`src/rtl/operand_entry_fsm_pkg.sv`:
```
// Shared constants for the operand entry stage: state encodings and defaults.
package operand_entry_fsm_pkg;

    localparam logic [1:0] S_X    = 2'd0;
    localparam logic [1:0] S_Y    = 2'd1;
    localparam logic [1:0] S_SHOW = 2'd2;

    localparam int DEBOUNCE_CYCLES_DEF = 500000;
    localparam int W_DEF               = 4;

    // Encoding 3 is unused; it is treated as a request to clear.
    function automatic logic is_legal_state(input logic [1:0] s);
        return (s != 2'd3);
    endfunction

endpackage

```
`src/rtl/operand_entry_fsm_if.sv`:
```
// Switch/button inputs and operand/status outputs of the operand entry stage.
interface operand_entry_fsm_if #(
    parameter int W = 4
);
    logic [W-1:0] SW;
    logic         SW_CIN;
    logic         KEY_ENTER_N;
    logic         KEY_CLEAR_N;
    logic [W-1:0] X;
    logic [W-1:0] Y;
    logic         C_IN;
    logic         VALID;
    logic [1:0]   STATE;

    modport master (
        output SW, SW_CIN, KEY_ENTER_N, KEY_CLEAR_N,
        input  X, Y, C_IN, VALID, STATE
    );

    modport slave (
        input  SW, SW_CIN, KEY_ENTER_N, KEY_CLEAR_N,
        output X, Y, C_IN, VALID, STATE
    );
endinterface

```
`src/rtl/operand_entry_fsm_key_debounce.sv`:
```
// Pushbutton conditioning: two-flop synchroniser, stable-count debouncer and
// a one-cycle press pulse on the debounced 1->0 transition.
module key_debounce
    import operand_entry_fsm_pkg::*;
#(
    parameter int DEBOUNCE_CYCLES = DEBOUNCE_CYCLES_DEF
) (
    input  logic CLK,
    input  logic RST_N,
    input  logic KEY_N,
    output logic LEVEL,
    output logic PRESS
);
    localparam int CNT_W = $clog2(DEBOUNCE_CYCLES);
    localparam logic [CNT_W-1:0] CNT_LAST = CNT_W'(DEBOUNCE_CYCLES - 1);

    logic             sync1_q, sync2_q;
    logic             level_q, level_d;
    logic             level_dly_q;
    logic [CNT_W-1:0] cnt_q, cnt_d;
    logic             press_q, press_d;

    // Count cycles of disagreement; any agreeing cycle restarts the count.
    always_comb begin
        level_d = level_q;
        cnt_d   = '0;
        if (sync2_q != level_q) begin
            if (cnt_q == CNT_LAST) begin
                level_d = sync2_q;
                cnt_d   = '0;
            end else begin
                cnt_d = cnt_q + 1'b1;
            end
        end
    end

    // Press is a registered edge detect on the debounced level, so holding
    // the key yields a single pulse and release yields none.
    always_comb begin
        press_d = level_dly_q & ~level_q;
    end

    // Released (1) is the reset level so a held key re-debounces after reset.
    always_ff @(posedge CLK or negedge RST_N) begin
        if (!RST_N) begin
            sync1_q     <= 1'b1;
            sync2_q     <= 1'b1;
            level_q     <= 1'b1;
            level_dly_q <= 1'b1;
            cnt_q       <= '0;
            press_q     <= 1'b0;
        end else begin
            sync1_q     <= KEY_N;
            sync2_q     <= sync1_q;
            level_q     <= level_d;
            level_dly_q <= level_q;
            cnt_q       <= cnt_d;
            press_q     <= press_d;
        end
    end

    assign LEVEL = level_q;
    assign PRESS = press_q;

endmodule

```
`src/rtl/operand_entry_fsm.sv`:
```
// Operand entry sequencer: captures X, then Y with carry-in, from the slide
// switches on debounced ENTER presses; CLEAR zeroes everything.
//
//   state  | meaning
//   S_X    | waiting for X on the next ENTER
//   S_Y    | X held, waiting for Y and C_IN on the next ENTER
//   S_SHOW | operand set complete (VALID=1); next ENTER drops VALID
//   3      | unused; recovers to S_X with the clear actions
module operand_entry_fsm
    import operand_entry_fsm_pkg::*;
#(
    parameter int DEBOUNCE_CYCLES = DEBOUNCE_CYCLES_DEF,
    parameter int W               = W_DEF
) (
    input logic               CLK,
    input logic               RST_N,
    operand_entry_fsm_if.slave bus
);
    logic         enter_press, clear_press;
    logic [1:0]   level_unused;

    logic [1:0]   state_q, state_d;
    logic [W-1:0] x_q, x_d;
    logic [W-1:0] y_q, y_d;
    logic         cin_q, cin_d;
    logic         valid_q, valid_d;
    logic         do_clear;

    key_debounce #(.DEBOUNCE_CYCLES(DEBOUNCE_CYCLES)) u_enter (
        .CLK   (CLK),
        .RST_N (RST_N),
        .KEY_N (bus.KEY_ENTER_N),
        .LEVEL (level_unused[0]),
        .PRESS (enter_press)
    );

    key_debounce #(.DEBOUNCE_CYCLES(DEBOUNCE_CYCLES)) u_clear (
        .CLK   (CLK),
        .RST_N (RST_N),
        .KEY_N (bus.KEY_CLEAR_N),
        .LEVEL (level_unused[1]),
        .PRESS (clear_press)
    );

    // CLEAR beats a coincident ENTER, which is dropped rather than queued.
    assign do_clear = clear_press | ~is_legal_state(state_q);

    // State and operand registers.
    always_ff @(posedge CLK or negedge RST_N) begin
        if (!RST_N) begin
            state_q <= S_X;
            x_q     <= '0;
            y_q     <= '0;
            cin_q   <= 1'b0;
            valid_q <= 1'b0;
        end else begin
            state_q <= state_d;
            x_q     <= x_d;
            y_q     <= y_d;
            cin_q   <= cin_d;
            valid_q <= valid_d;
        end
    end

    // Next-state: advance on ENTER, return to S_X on CLEAR or bad encoding.
    always_comb begin
        state_d = state_q;
        if (do_clear) begin
            state_d = S_X;
        end else if (enter_press) begin
            case (state_q)
                S_X:     state_d = S_Y;
                S_Y:     state_d = S_SHOW;
                S_SHOW:  state_d = S_X;
                default: state_d = S_X;
            endcase
        end
    end

    // Operand capture; registers hold unless ENTER or CLEAR acts on them.
    always_comb begin
        x_d     = x_q;
        y_d     = y_q;
        cin_d   = cin_q;
        valid_d = valid_q;
        if (do_clear) begin
            x_d     = '0;
            y_d     = '0;
            cin_d   = 1'b0;
            valid_d = 1'b0;
        end else if (enter_press) begin
            case (state_q)
                S_X: x_d = bus.SW;
                S_Y: begin
                    y_d     = bus.SW;
                    cin_d   = bus.SW_CIN;
                    valid_d = 1'b1;
                end
                S_SHOW:  valid_d = 1'b0;
                default: valid_d = 1'b0;
            endcase
        end
    end

    assign bus.X     = x_q;
    assign bus.Y     = y_q;
    assign bus.C_IN  = cin_q;
    assign bus.VALID = valid_q;
    assign bus.STATE = state_q;

endmodule

```
`src/flat_wrapper.sv`:
```
// flat-port wrapper written by rule: the top's interface ports become plain ports
module operand_entry_fsm_flat import operand_entry_fsm_pkg::*;
#(
    parameter int DEBOUNCE_CYCLES = DEBOUNCE_CYCLES_DEF,
    parameter int W               = W_DEF
)
  (CLK, RST_N, bus_SW, bus_SW_CIN, bus_KEY_ENTER_N, bus_KEY_CLEAR_N, bus_X, bus_Y, bus_C_IN, bus_VALID, bus_STATE);
  operand_entry_fsm_if #(.W(W)) bus_i ();
  input logic CLK;
  input logic RST_N;
  input wire logic [$bits(bus_i.SW)-1:0] bus_SW;
  input wire logic [$bits(bus_i.SW_CIN)-1:0] bus_SW_CIN;
  input wire logic [$bits(bus_i.KEY_ENTER_N)-1:0] bus_KEY_ENTER_N;
  input wire logic [$bits(bus_i.KEY_CLEAR_N)-1:0] bus_KEY_CLEAR_N;
  output wire logic [$bits(bus_i.X)-1:0] bus_X;
  output wire logic [$bits(bus_i.Y)-1:0] bus_Y;
  output wire logic [$bits(bus_i.C_IN)-1:0] bus_C_IN;
  output wire logic [$bits(bus_i.VALID)-1:0] bus_VALID;
  output wire logic [$bits(bus_i.STATE)-1:0] bus_STATE;
  assign bus_i.SW = bus_SW;
  assign bus_i.SW_CIN = bus_SW_CIN;
  assign bus_i.KEY_ENTER_N = bus_KEY_ENTER_N;
  assign bus_i.KEY_CLEAR_N = bus_KEY_CLEAR_N;
  assign bus_X = bus_i.X;
  assign bus_Y = bus_i.Y;
  assign bus_C_IN = bus_i.C_IN;
  assign bus_VALID = bus_i.VALID;
  assign bus_STATE = bus_i.STATE;
  operand_entry_fsm #(.DEBOUNCE_CYCLES(DEBOUNCE_CYCLES), .W(W)) u_core (.CLK(CLK), .RST_N(RST_N), .bus(bus_i));
endmodule
```
`config.mk`:
```
export PLATFORM = sky130hd
export DESIGN_NAME = operand_entry_fsm_flat
export DESIGN_NICKNAME = d
export VERILOG_FILES = /design/src/rtl/operand_entry_fsm_pkg.sv /design/src/rtl/operand_entry_fsm_if.sv /design/src/rtl/operand_entry_fsm_key_debounce.sv /design/src/rtl/operand_entry_fsm.sv /design/src/flat_wrapper.sv
export SDC_FILE = /design/constraint.sdc
export NUM_CORES = 1
export LEC_CHECK = 0
export ABC_AREA = 1
export CORE_UTILIZATION = 59
export DETAILED_ROUTE_END_ITERATION = 16
export PLACE_DENSITY = 0.8
export REMOVE_ABC_BUFFERS = 1
export SLEW_MARGIN = 30
export SYNTH_ARGS = -nofsm -noshare
export SYNTH_HDL_FRONTEND = slang
export SYNTH_SLANG_ARGS = --single-unit
```
`constraint.sdc`:
```
create_clock -name CLK -period 1.8 [get_ports CLK]
set_clock_uncertainty 0.1 [all_clocks]
set_input_delay 0.36 -clock CLK [delete_from_list [all_inputs] [get_ports CLK]]
set_output_delay 0.36 -clock CLK [all_outputs]
set_load 0.005 [all_outputs]
```
# After elaboration in Yosys (flattened, before gate mapping)
# Cells that the tools add are included.
# word_totals
word_cells	60
mem_count	0
romBits	0
mem_bits_rw	0
ff_bits	60
latch_bits	0
out_inout_bits	12
in_bits	9
# op_classes
n_mul	0
n_shift	0
div	0
order_cmp	0
n_bitwise	6
addsub	2
n_eq_ne	7
n_reduce_logical	9
n_mux	19
# ops
operator	count
2-to-1 mux 19 bit	4
adder 19 x 1 -> 19 bit (second input constant)	2
equality test 19 bit (second input constant)	2
2-to-1 mux 4 bit	6
AND reduction 2 bit	5
nonzero test 2 bit	3
2-to-1 mux 1 bit	5
2-to-1 mux 2 bit	2
one-hot mux 2 bit (2 select lines)	1
inverter 1 bit	3
bitwise AND 1 bit	2
equality test 2 x 1 -> 1 bit (second input constant)	1
logical NOT 2 bit	1
inequality test 1 bit	2
inequality test 2 x 1 -> 1 bit (second input constant)	1
inequality test 2 bit (second input constant)	1
one-hot mux 1 bit (2 select lines)	1
bitwise OR 1 bit	1

# Depth between registers and ports, before layout
# logic_depth
word_depth	5
mapped_depth	8
depth_no_buf	8

# Hierarchy
# A second synthesis with hierarchy kept.
# unflattened
cells_unflattened	371
hier_area_um2	3042.9
# modules_own_cells
mod	cells_each	instances	seq_area_each_um2	area_per_inst_um2
key_debounce	151	2	605.6	1246.2
operand_entry_fsm	69	1	300.3	550.5

# Least setup slack after synthesis
# No wires, ideal clock.
# synth_path
path_kind	flip-flop to flip-flop
startpoint	reg u_core.u_enter.cnt_q[0]
endpoint	reg u_core.u_enter.cnt_q[18]
n_path_buf	0
arrival_time_ns	1.138
slack_ns	0.443
stages_incl_launch_ff	9
synth_period_minus_slack_ns	1.357
setup_ns	0.119
required_ns	1.581
path_cell_list	dfrtp_1 ha_1 nand2_1 nor2_1 nand2_2 nor2_2 nand3_1 nand3_1 nor2_1
# synth_via
elab_chain_cells	3
word_cells_on_any_way	4
cone_classes	1 x add/sub; 1 x eq/ne; 2 x mux
# synth_lines
item	line_no	rtl
start, declared	operand_entry_fsm_key_debounce.sv:20	logic [CNT_W-1:0] cnt_q, cnt_d;
start signal, assigned	operand_entry_fsm_key_debounce.sv:57	cnt_q <= cnt_d;
adder 19 x 1 -> 19 bit / equality test 19 bit (equally long branches)	operand_entry_fsm_key_debounce.sv:32, operand_entry_fsm_key_debounce.sv:28	
2-to-1 mux 19 bit (*)	operand_entry_fsm_key_debounce.sv:28	if (cnt_q == CNT_LAST) begin
2-to-1 mux 19 bit (*)	operand_entry_fsm_key_debounce.sv:27	if (sync2_q != level_q) begin
named net u_core.u_enter.cnt_d[18]	operand_entry_fsm_key_debounce.sv:20	
# Mark *: on every way through the listed nets, which the timed path passes. The rest lies on a longest branch.
# A chain may end at the register's enable or synchronous reset.

# Worst setup path in the final report
# layout_path
startpoint	reg u_core.state_q[0], in the netlist u_core.bus.STATE[0]
endpoint	out bus_STATE[0]
# layout_lines
item	line_no	rtl
start, declared	operand_entry_fsm.sv:22	logic [1:0] state_q, state_d;
start signal, assigned	operand_entry_fsm.sv:57	state_q <= state_d;
end, declared	flat_wrapper.sv:19	output wire logic [$bits(bus_i.STATE)-1:0] bus_STATE;
# No word-level cell between the ends.

==> run_results.csv <==
group,metric,value,unit
setup_path,cp_top_family,"buffers and inverters",
setup_path,crit_fanout,5,
layout,fin_area,0.00371,mm2
floorplanning,dieHeight,75.4,um
logic_synthesis,synth_area_leaders,"dfrtp_1 41%, nor2_1 11%, nand2_1 7.8%",
drt,vias,2550,
clock_network,cts_tree,"built",
global_route,grt.overflow.total,0,
global_route,grt_pass1_wl,10.4,mm
sta,max_slew.worst_pin.slew,0.466,ns
setup_path,cp-end-kind,"output port",
logic_synthesis,synth-seq-area-share,47.5,%
setup_path,worst-path-buf-inv,1,
drt,ant_nets,0,
logic_synthesis,ys_ff_latch,60,
global_route,grtUsageTotal,25.0,%
setup_path,crit_chain,"clkdlybuf4s50_1",
layout,num_antenna_cells,0,
sta,hold_violations,0,
floorplanning,die-area,0.00569,mm2
drt,drt_pre_antenna_iters,4,
drt,wl_per_cell,12.4,um
sta,rsz0062_at_grt,"false",
logic_synthesis,synth.distinct_cells,28,
clock_network,clk_pin_slew,0.07,ns
floorplanning,fp.coreArea,0.00514,mm2
placement,placed_cells,488,
drt,vias_per_cell,5.05,
layout,fin_util,72.2,%
placement,postPlaceCellArea,0.00350,mm2
clock_network,clock_latency,0.34,ns
power_and_ir_drop,p_leak,1.64,nW
global_route,antenna_found_initial,0,
sta,setup_viol,0,
layout,regArea,0.00151,mm2
logic_synthesis,syn_area_per_cell,8.03,um2
layout,drive_gt1_share,16.8,%
layout,final_nets,441,
layout,final_common_cell,"nor2_1",
drt,drt_iter0_drc,179,
sta,fin_crit,1.73,ns
status,status,"finished clean",
floorplanning,ios,21,
clock_network,cts_sinks,60,
power_and_ir_drop,irDropWorstVdd,543,uV
layout,multiInputGateArea,0.00146,mm2
placement,routabilityCongestion,0.904,
setup_path,r2r_setup_slack,0.23,ns
sta,fmax,577,MHz
power_and_ir_drop,powerDensity,720,mW/mm2
drt,drc,0,
sta,fin_crit_sh,96.4,%
clock_network,htreeDepth,3,
logic_synthesis,yosysTopAreaCell,"dfrtp_1",
setup_path,cpPeakStageDelay,0.52,ns
sta,worst_slack,0.0655,ns
setup_path,crit_path_start_kind,"flop",
flow_run,cap_violations,0,
setup_path,crit_required,1.34,ns
drt,totalWireLength,6.27,mm
logic_synthesis,synth_top_area_share,40.9,%
placement,hpwl,4.62,mm
sta,setup_tns,0,ns
floorplanning,rows,26,
setup_path,crit_arrival,1.27,ns
floorplanning,start_util,61.9,%
layout,instances_no_fill,505,
logic_synthesis,syn-cell-area,0.00318,mm2
layout,n_fill_cell,413,
global_route,grt_pass1_vias,2364,
clock_network,root_buffer,"clkbuf_8",
min_path,hold_class,"flop to flop",
sta,maxSlewViolCount,0,
placement,port_buffers,20,
clock_network,numCtsBuffers,9,
global_route,grt_max_degree,24,
clock_network,ctsLongestPathBuffers,2,
setup_path,slowest_stage,"clkdlybuf4s50_1",
layout,most-common-layout-cells,"94 x nor2_1, 66 x nand2_1, 53 x inv_1, 50 x dfrtp_1, 30 x nand3_1",
sta,max_slew_margin,69.0,%
floorplanning,die_x,75.4,um
placement,dp_slack,0.268,ns
logic_synthesis,syn_inst,396,
setup_path,crit_type,"flop to output port",
logic_synthesis,ys_warn_count,0,
layout,syn_to_final_growth,16.6,%
==> logic make-up (layout without fill, tap and decap cells) <==
family | Yosys count | in the layout | synth area share, %
flops | 60 | 60 | 47.5
xor+xnor | 18 | 18 | 5.43
mux | 8 | 8 | 2.83
compound gates | 18 | 18 | 3.22
fa+ha+maj | 2 | 2 | 0.786
simple gates | 234 | 234 | 33.6
buf+inv | 56 | 95 | 6.61
==> timing repair <==
item,CTS,global route
gates resized for setup,1,1
endpoints found under the setup margin,1,1
hold buffers,1,0
buffers inserted,0,0
hold endpoints to repair,14,0
==> Yosys cell counts, drive strengths merged <==
cell type,n
o21ai,8
xnor2,4
ha,2
nand2,77
inv,56
or2,1
nand3,32
dfstp,8
mux2,8
xor2,14
nand3b,2
nor3b,2
and2,3
dfrtp,52
a21oi,9
nor3,3
nand4,3
o22ai,1
nor2,111
==> flip-flops by register name, summed over array words and instances, names as in the netlist, 2 cells and up <==
name and cells:
u_core.bus.X 4, u_core.u_enter.cnt_q 19, u_core.bus.STATE 2, u_core.u_clear.cnt_q 19
u_core.bus.Y 4
==> final timing paths <==
| check | from | endpoint | depth (start not counted) |
|---|---|---|---|
| worst max-delay path | u_core.bus.STATE[0]$_DFFE_PN0P_ | bus_STATE[0] | 1 |
| worst min-delay path | u_core.u_clear.sync1_q$_DFF_PN1_ | u_core.u_clear.sync2_q$_DFF_PN1_ | 0 |
| worst max register to register | u_core.u_enter.cnt_q[0]$_DFF_PN0_ | u_core.u_enter.cnt_q[18]$_DFF_PN0_ | 8 |
| worst min register to register | u_core.u_clear.sync1_q$_DFF_PN1_ | u_core.u_clear.sync2_q$_DFF_PN1_ | 0 |
| max in group asynchronous | RST_N | u_core.u_clear.level_dly_q$_DFF_PN1_ | 3 |
| min in group asynchronous | RST_N | u_core.bus.VALID$_DFFE_PN0P_ | 2 |
==> final cells by class <==
type | instances | area share, %
sequential | 60 | 40.8
multi-input combinational | 280 | 39.3
clock buffer | 11 | 3.81
timing repair buffer | 23 | 6.61
clock inverter | 5 | 1.42
inverter | 56 | 5.66
tap | 70 | 2.36
==> layer usage <==
layer / vias up / routed length, um / track usage [%]
met5: - / 0 / 0
met4: 0 / 114 / 11.7
met3: 10 / 275 / 5.42
met2: 58 / 2950 / 39.4
met1: 1196 / 2930 / 33.3
li1: 1286 / - / -
==> where the power goes <==
part	switching (mW)	internal (mW)	total (mW)
logic	0.0619	0.0396	0.101
clock network	0.522	0.670	1.19
registers	0.0116	1.37	1.38
==> per-stage QoR <==
step / hold slack, ns / total power, mW
after floorplan: -0.0356 / 1.44
after global placement: 0.245 / 1.50
after detailed placement: 0.254 / 1.51
after CTS: 0.268 / 2.71
after global routing: 0.271 / 2.78
final: 0.267 / 2.67
(Power assumes the default switching activity.)
